`src/rtl/fpu_pkg.sv`:
```
// fpu_pkg: COP1 opcode constants, instruction field slices and
// decode helpers shared by the FPU-side CPU interface.
package fpu_pkg;
  localparam int INST_W = 32;
  localparam int IDX_W  = 5;

  localparam logic [5:0] OP_COP1 = 6'h11;
  localparam logic [4:0] FMT_MF  = 5'h00;
  localparam logic [4:0] FMT_MT  = 5'h04;
  localparam logic [4:0] FMT_S   = 5'h10;

  localparam logic [5:0] FUNCT_ADD = 6'h00;
  localparam logic [5:0] FUNCT_SUB = 6'h01;
  localparam logic [5:0] FUNCT_MUL = 6'h02;
  localparam logic [5:0] FUNCT_DIV = 6'h03;

  localparam int OP_LSB  = 26;
  localparam int FMT_LSB = 21;
  localparam int FT_LSB  = 16;
  localparam int FS_LSB  = 11;
  localparam int FD_LSB  = 6;

  typedef logic [INST_W-1:0] inst_t;
  typedef logic [IDX_W-1:0]  idx_t;

  typedef struct packed {
    idx_t       fd;
    logic [5:0] funct;
  } op_t;

  function automatic logic [5:0] f_op(inst_t w);
    return w[OP_LSB +: 6];
  endfunction

  function automatic logic [4:0] f_fmt(inst_t w);
    return w[FMT_LSB +: 5];
  endfunction

  function automatic idx_t f_ft(inst_t w);
    return w[FT_LSB +: IDX_W];
  endfunction

  function automatic idx_t f_fs(inst_t w);
    return w[FS_LSB +: IDX_W];
  endfunction

  function automatic idx_t f_fd(inst_t w);
    return w[FD_LSB +: IDX_W];
  endfunction

  function automatic logic [5:0] f_funct(inst_t w);
    return w[5:0];
  endfunction

  function automatic logic is_mt(inst_t w);
    return f_op(w) == OP_COP1 && f_fmt(w) == FMT_MT &&
           w[FS_LSB-1:0] == 11'd0;
  endfunction

  function automatic logic is_mf(inst_t w);
    return f_op(w) == OP_COP1 && f_fmt(w) == FMT_MF &&
           w[FS_LSB-1:0] == 11'd0;
  endfunction

  function automatic logic is_arith(inst_t w);
    logic ok;
    ok = 1'b0;
    unique case (f_funct(w))
      FUNCT_ADD, FUNCT_SUB,
      FUNCT_MUL, FUNCT_DIV: ok = 1'b1;
      default:              ok = 1'b0;
    endcase
    return f_op(w) == OP_COP1 && f_fmt(w) == FMT_S && ok;
  endfunction
endpackage

```
`src/rtl/fpu_cop1_if.sv`:
```
// fpu_cop1_if: CPU<->COP1 transfer signals plus the start/done
// link to the FPU execution unit.
interface fpu_cop1_if #(
  parameter int DATA_W = 32
);
  import fpu_pkg::*;

  inst_t             inst;
  logic [DATA_W-1:0] GPR_out;
  logic [DATA_W-1:0] GPR_in;
  logic              hold;
  logic              ex_start;
  logic [5:0]        ex_funct;
  logic [DATA_W-1:0] ex_a;
  logic [DATA_W-1:0] ex_b;
  logic              ex_done;
  logic [DATA_W-1:0] ex_result;

  modport master (
    output inst, GPR_out, ex_done, ex_result,
    input  GPR_in, hold, ex_start, ex_funct, ex_a, ex_b
  );

  modport slave (
    input  inst, GPR_out, ex_done, ex_result,
    output GPR_in, hold, ex_start, ex_funct, ex_a, ex_b
  );
endinterface

```
`src/rtl/fpu_cop1_responder_fpr.sv`:
```
// fpu_fpr_file: floating-point register file, three combinational
// read ports and two write ports with the exec result on top.
module fpu_fpr_file
  import fpu_pkg::*;
#(
  parameter int DATA_W = 32,
  parameter int NREG   = 32
) (
  input  logic              clk,
  input  logic              rst,
  input  idx_t              ra_idx,
  input  idx_t              rb_idx,
  input  idx_t              rc_idx,
  output logic [DATA_W-1:0] ra_data,
  output logic [DATA_W-1:0] rb_data,
  output logic [DATA_W-1:0] rc_data,
  input  logic              we_mt,
  input  idx_t              wi_mt,
  input  logic [DATA_W-1:0] wd_mt,
  input  logic              we_ex,
  input  idx_t              wi_ex,
  input  logic [DATA_W-1:0] wd_ex
);
  logic [DATA_W-1:0] regs [NREG];

  assign ra_data = regs[ra_idx];
  assign rb_data = regs[rb_idx];
  assign rc_data = regs[rc_idx];

  // Exec write is issued last so it wins a same-index collision.
  always_ff @(posedge clk) begin
    if (rst) begin
      for (int i = 0; i < NREG; i++) regs[i] <= '0;
    end else begin
      if (we_mt) regs[wi_mt] <= wd_mt;
      if (we_ex) regs[wi_ex] <= wd_ex;
    end
  end
endmodule

```
`src/rtl/fpu_cop1_responder.sv`:
```
// fpu_cop1_responder: FPU end of the CPU<->COP1 link; MTC1/MFC1
// transfers at the CPU delay stage and dispatch of arithmetic.
module fpu_cop1_responder
  import fpu_pkg::*;
#(
  parameter int DATA_W       = 32,
  parameter int NREG         = 32,
  parameter bit HAZARD_CHECK = 1'b1
) (
  input  logic      clk,
  input  logic      rst,
  fpu_cop1_if.slave bus
);
  typedef enum logic {S_IDLE, S_BUSY} state_t;

  state_t state, state_n;
  inst_t  ff1, ff2;
  op_t    op_q;
  logic [DATA_W-1:0] a_q, b_q;
  logic [DATA_W-1:0] rd_fs, rd_ft, rd_mf;
  idx_t   i_fs, i_ft, p1_fs, p2_fs;
  logic   busy, arith, hit1, hit2;
  logic   interlock, issue, wr_ex;

  assign i_fs  = f_fs(bus.inst);
  assign i_ft  = f_ft(bus.inst);
  assign p1_fs = f_fs(ff1);
  assign p2_fs = f_fs(ff2);

  assign busy  = (state == S_BUSY);
  assign arith = is_arith(bus.inst);

  // An MTC1 still in the delay pipe would feed a stale operand.
  assign hit1 = is_mt(ff1) && (p1_fs == i_fs || p1_fs == i_ft);
  assign hit2 = is_mt(ff2) && (p2_fs == i_fs || p2_fs == i_ft);

  assign interlock = HAZARD_CHECK && arith && (hit1 || hit2);
  assign issue     = arith && !busy && !interlock;
  assign wr_ex     = busy && bus.ex_done;

  fpu_fpr_file #(
    .DATA_W(DATA_W),
    .NREG  (NREG)
  ) u_fpr (
    .clk    (clk),
    .rst    (rst),
    .ra_idx (i_fs),
    .rb_idx (i_ft),
    .rc_idx (p2_fs),
    .ra_data(rd_fs),
    .rb_data(rd_ft),
    .rc_data(rd_mf),
    .we_mt  (is_mt(ff2)),
    .wi_mt  (p2_fs),
    .wd_mt  (bus.GPR_out),
    .we_ex  (wr_ex),
    .wi_ex  (op_q.fd),
    .wd_ex  (bus.ex_result)
  );

  always_ff @(posedge clk) begin
    if (rst) begin
      ff1 <= '0;
      ff2 <= '0;
    end else begin
      ff1 <= bus.inst;
      ff2 <= ff1;
    end
  end

  always_ff @(posedge clk) begin
    if (rst) state <= S_IDLE;
    else     state <= state_n;
  end

  always_comb begin
    state_n = state;
    unique case (state)
      S_IDLE: if (issue)       state_n = S_BUSY;
      S_BUSY: if (bus.ex_done) state_n = S_IDLE;
    endcase
  end

  always_ff @(posedge clk) begin
    if (rst) begin
      op_q <= '0;
      a_q  <= '0;
      b_q  <= '0;
    end else if (issue) begin
      op_q.fd    <= f_fd(bus.inst);
      op_q.funct <= f_funct(bus.inst);
      a_q        <= rd_fs;
      b_q        <= rd_ft;
    end
  end

  always_comb begin
    bus.hold     = 1'b0;
    bus.ex_start = 1'b0;
    bus.GPR_in   = '0;
    if (!rst) begin
      bus.hold = (arith && !busy) ||
                 (busy && !bus.ex_done) ||
                 interlock;
      bus.ex_start = issue;
      if (is_mf(ff2)) bus.GPR_in = rd_mf;
    end
  end

  assign bus.ex_funct = op_q.funct;
  assign bus.ex_a     = a_q;
  assign bus.ex_b     = b_q;
endmodule

```
`src/flat_wrapper.sv`:
```
// flat-port wrapper written by rule: the top's interface ports become plain ports
module fpu_cop1_responder_flat import fpu_pkg::*;
#(
  parameter int DATA_W       = 32,
  parameter int NREG         = 32,
  parameter bit HAZARD_CHECK = 1'b1
)
  (clk, rst, bus_inst, bus_GPR_out, bus_ex_done, bus_ex_result, bus_GPR_in, bus_hold, bus_ex_start, bus_ex_funct, bus_ex_a, bus_ex_b);
  fpu_cop1_if #(.DATA_W(DATA_W)) bus_i ();
  input  logic clk;
  input  logic rst;
  input wire logic [$bits(bus_i.inst)-1:0] bus_inst;
  input wire logic [$bits(bus_i.GPR_out)-1:0] bus_GPR_out;
  input wire logic [$bits(bus_i.ex_done)-1:0] bus_ex_done;
  input wire logic [$bits(bus_i.ex_result)-1:0] bus_ex_result;
  output wire logic [$bits(bus_i.GPR_in)-1:0] bus_GPR_in;
  output wire logic [$bits(bus_i.hold)-1:0] bus_hold;
  output wire logic [$bits(bus_i.ex_start)-1:0] bus_ex_start;
  output wire logic [$bits(bus_i.ex_funct)-1:0] bus_ex_funct;
  output wire logic [$bits(bus_i.ex_a)-1:0] bus_ex_a;
  output wire logic [$bits(bus_i.ex_b)-1:0] bus_ex_b;
  assign bus_i.inst = bus_inst;
  assign bus_i.GPR_out = bus_GPR_out;
  assign bus_i.ex_done = bus_ex_done;
  assign bus_i.ex_result = bus_ex_result;
  assign bus_GPR_in = bus_i.GPR_in;
  assign bus_hold = bus_i.hold;
  assign bus_ex_start = bus_i.ex_start;
  assign bus_ex_funct = bus_i.ex_funct;
  assign bus_ex_a = bus_i.ex_a;
  assign bus_ex_b = bus_i.ex_b;
  fpu_cop1_responder #(.DATA_W(DATA_W), .NREG(NREG), .HAZARD_CHECK(HAZARD_CHECK)) u_core (.clk(clk), .rst(rst), .bus(bus_i));
endmodule
```
`config.mk`:
```
export PLATFORM = sky130hd
export DESIGN_NAME = fpu_cop1_responder_flat
export DESIGN_NICKNAME = d
export VERILOG_FILES = /design/src/rtl/fpu_pkg.sv /design/src/rtl/fpu_cop1_if.sv /design/src/rtl/fpu_cop1_responder_fpr.sv /design/src/rtl/fpu_cop1_responder.sv /design/src/flat_wrapper.sv
export SDC_FILE = /design/constraint.sdc
export NUM_CORES = 2
export LEC_CHECK = 0
export ABC_CLOCK_PERIOD_IN_PS = 6400
export CORE_MARGIN = 3
export CORE_UTILIZATION = 35
export DETAILED_ROUTE_END_ITERATION = 12
export PLACE_DENSITY = 0.6
export SYNTH_ARGS = -nofsm -noshare
export SYNTH_HDL_FRONTEND = slang
export SYNTH_SLANG_ARGS = --single-unit
export TNS_END_PERCENT = 50
```
`constraint.sdc`:
```
create_clock -name clk -period 6.4 [get_ports clk]
set_clock_uncertainty 0.15 [all_clocks]
set_input_delay 1.28 -clock clk [delete_from_list [all_inputs] [get_ports clk]]
set_output_delay 1.28 -clock clk [all_outputs]
set_load 0.1 [all_outputs]
```
==> results.py <==
metrics = {
    "status": {
        "status": "finished, violations left",
        "failed_checks": "capacitance limit, slew limit",
    },
    "clock_network": {
        "cts.path.max_buffers": 3,
        "cts_post_setup_buffers_inserted": 0,
        "clkTransAtPathRegs_ns": 0.07,
        "numClockSinks": 1154,
        "ctsRootBufferMaster": "clkbuf_16",
        "postCtsHoldBufs": 0,
        "post_cts_resized": 0,
        "clk_latency_worst_skew_pair_ns": 0.84,
        "cts_buffers": 140,
        "tritoncts": "yes",
        "cts_htree_levels": 4,
    },
    "sta": {
        "achievable-frequency_ghz": 0.168,
        "slew-limit-headroom_pct": -4.16,
        "rsz0062_at_grt": "no",
        "timing.final.hold_violations": 0,
        "drv_slew": 51,
        "finalCritPeriodShare_pct": 93.0,
        "setup-violations-final": 0,
        "fin_setup_tns_ns": 0,
        "minimum_period_implied_by_the_final_worst_setup_slack_ns": 5.95,
        "max_slew.worst_pin.slew_ns": 1.56,
    },
    "synth": {
        "ys.flop_type": "edfxtp_1",
        "library_cell_with_the_highest_instance_count_after_synthesis": "a22o_1",
        "sequential_share_of_the_synthesized_area_pct": 46.9,
        "synth_top_cell_by_area": "edfxtp_1",
        "ys_warn_count": 0,
        "synth_seq_cells": 1154,
        "synth_cells": 5416,
        "postSynth.asyncResetShare_pct": 0,
        "synth_cell_types": 52,
        "yosys-top-cells-area": "edfxtp_1 (43%), a22o_1 (13%), mux4_2 (13%)",
        "synth_enable_flop_cells": 1024,
        "netlist.area_leader.share_pct": 43.2,
        "post_synth_instance_area_um2": 71100,
        "syn_area_per_cell_um2": 13.1,
        "synth_nets": 5515,
        "netlist_top_cells_count": "a22o_1 (1054), edfxtp_1 (1024), mux2i_1 (793)",
    },
    "setup_path": {
        "worst-endpoint-arrival_ns": 4.52,
        "reg2reg_setup_slack_ns": 1.61,
        "reg2regPathDepth": 6,
        "cp_slowest_stage_delay_ns": 0.92,
        "worstSetupEndpointType": "primary output",
        "path_cells": "buf_12 -> buf_4 -> buf_4 -> mux4_2 -> a22oi_1 -> a31oi_1 -> buf_12",
        "critical_path_peak_fanout": 33,
        "timing.setup.critical_path_class": "flip-flop to primary output",
        "startpoint_type": "flip-flop",
        "slowest_stage": "dfxtp_4",
        "timing.critical_path.required_ns": 4.97,
    },
    "placed_design": {
        "port_buffers": 202,
        "total_placed_cells_including_tap_cells": 7806,
        "detailedPlacementHpwl_um": 219000,
        "gpl.final_weighted_congestion": 0.979,
    },
    "routing": {
        "avgViaCountPerCell": 7.50,
        "finalWirelength_um": 364000,
        "via_count": 60784,
        "dr_drc_count": 0,
        "wl_per_instance_um": 44.9,
        "drt-pass1-iter-count": 10,
        "antenna_left": 0,
        "dr.first_iter.drc_count": 11961,
    },
    "final_layout": {
        "post_route_cells_drive_above_1_share_pct": 20.7,
        "fin_nets": 5393,
        "n_fill_cell": 18325,
        "synthToLayoutAreaGrowth_pct": 15.3,
        "stdcell_count": 8100,
    },
    "hold_path": {
        "min-delay-path-class": "flip-flop to flip-flop",
        "min_delay_path_depth": 1,
    },
    "pwr": {
        "pwr_density_cell_nw_per_um2": 232,
        "static-leakage-power_nw": 28.8,
        "irDropWorstVdd_uv": 186,
    },
    "global_route": {
        "gr_util_all_layers_pct": 33.5,
        "grt_first_pass_wirelength_um": 485000,
        "grt_overflow_total": 0,
        "grt_start_max_net_pins": 132,
        "number_of_antenna_violations_at_the_first_check_in_global_routing": 40,
        "grt_pass1_vias": 57260,
    },
    "floorplan": {
        "core-area_um2": 201000,
        "ios": 203,
        "start_util_pct": 35.4,
        "floorplan.die.height_um": 457,
        "dieWidth_um": 457,
        "num_rows": 164,
        "dieArea_um2": 209000,
    },
    "job": {
        "maxCapViolations": 3,
    },
}
[kinds of logic (layout without fill, tap and decap cells)]
logic type / after synthesis / after routing / share of synthesized area (%)
AO/OA/AOI/OAI: 1720 / 1720 / 19.7
buffers and inverters: 774 / 764 / 4.30
flip-flops: 1154 / 1154 / 46.9
AND/OR/NAND/NOR: 541 / 541 / 4.78
multiplexers: 1207 / 1207 / 24.0
XOR/XNOR: 20 / 20 / 0.246
other: 0 / 38 / 0
[cell usage in the layout, fill, tap and decap left out, types with 16 or more instances in the layout]
master and instances:
or4_1 69, clkinv_1 21, a31oi_1 30, edfxtp_1 1024, nor2_1 43, nand4_1 51, nor2b_1 127, a221oi_1 30
buf_4 282, clkbuf_1 30, a21oi_1 50, o211ai_1 16, nor2_4 36, nor3_2 23, diode_2 38, xor2_1 20
nand3_1 20, o21ai_4 32, buf_12 61, mux2i_1 793, dfxtp_1 128, clkbuf_16 143, a22o_1 1054, a22oi_1 431
nand2b_1 67, clkdlybuf4s50_1 158, clkinv_2 23, a211oi_1 64, mux4_2 400
[state kept, by name (all words and copies together), names as in the netlist]
register / cells
u_core.op_q: 5
u_core.busy: 1
u_core.u_fpr.regs: 1024
u_core.bus.ex_b: 32
u_core.ff2: 27
u_core.bus.ex_funct: 6
u_core.bus.ex_a: 32
u_core.ff1: 27
[area by class of cell]
class | count | area, um2 | area share [%]
multi-input combinational | 3488 | 35700 | 43.6
sequential | 1154 | 33400 | 40.7
timing repair buffer | 510 | 5030 | 6.13
clock buffer | 178 | 3760 | 4.58
tap | 2656 | 3320 | 4.05
clock inverter | 76 | 718 | 0.875
antenna | 38 | 95.1 | 0.116
[per-layer routing]
metal / wire length (um) / GRT usage (%) / vias up
met3: 59600 / 14.8 / 1558
met1: 127000 / 41.6 / 30453
li1: - / - / 22373
met5: 204 / 0 / -
met4: 29100 / 23.2 / 22
met2: 147000 / 46.4 / 6378
[critical path: cells and delay by family, from the launching register on]
kind	cells	cell delay, ns
buffers and inverters	4	1.37
flip-flops	1	0.92
AO/OA/AOI/OAI	2	0.75
multiplexers	1	0.54
[stage by stage]
step / utilization (%) / instance area (um2) / setup WS (ns) / total power, mW / hold WS (ns)
floorplan: - / 71100 / 0.807 / 10.0 / 0.279
global placement: 38.5 / 77400 / 0.907 / 11.0 / 0.296
detailed placement: 38.5 / 77400 / 0.907 / 11.0 / 0.308
CTS: 40.8 / 81900 / 0.564 / 18.8 / 0.308
global route: 40.8 / 82000 / 0.376 / 19.3 / 0.317
finish: 40.8 / 82000 / 0.449 / 19.0 / 0.306
[where the power goes]
part / internal, mW / switching (mW)
clock: 4.42 / 3.58
sequential: 8.40 / 0.202
combinational: 0.820 / 1.58
[path summary, 6_finish.rpt]
check                                          startpoint                            endpoint
worst max-delay path            u_core.ff2[11]$_SDFF_PP0_                       bus_GPR_in[9]
worst min-delay path            u_core.ff1[23]$_SDFF_PP0_           u_core.ff2[23]$_SDFF_PP0_
worst max register to register   u_core.ff2[1]$_SDFF_PP0_  u_core.u_fpr.regs[4][15]$_DFFE_PP_
worst min register to register  u_core.ff1[23]$_SDFF_PP0_           u_core.ff2[23]$_SDFF_PP0_
No activity file was read; power rests on OpenSTA's default activity.
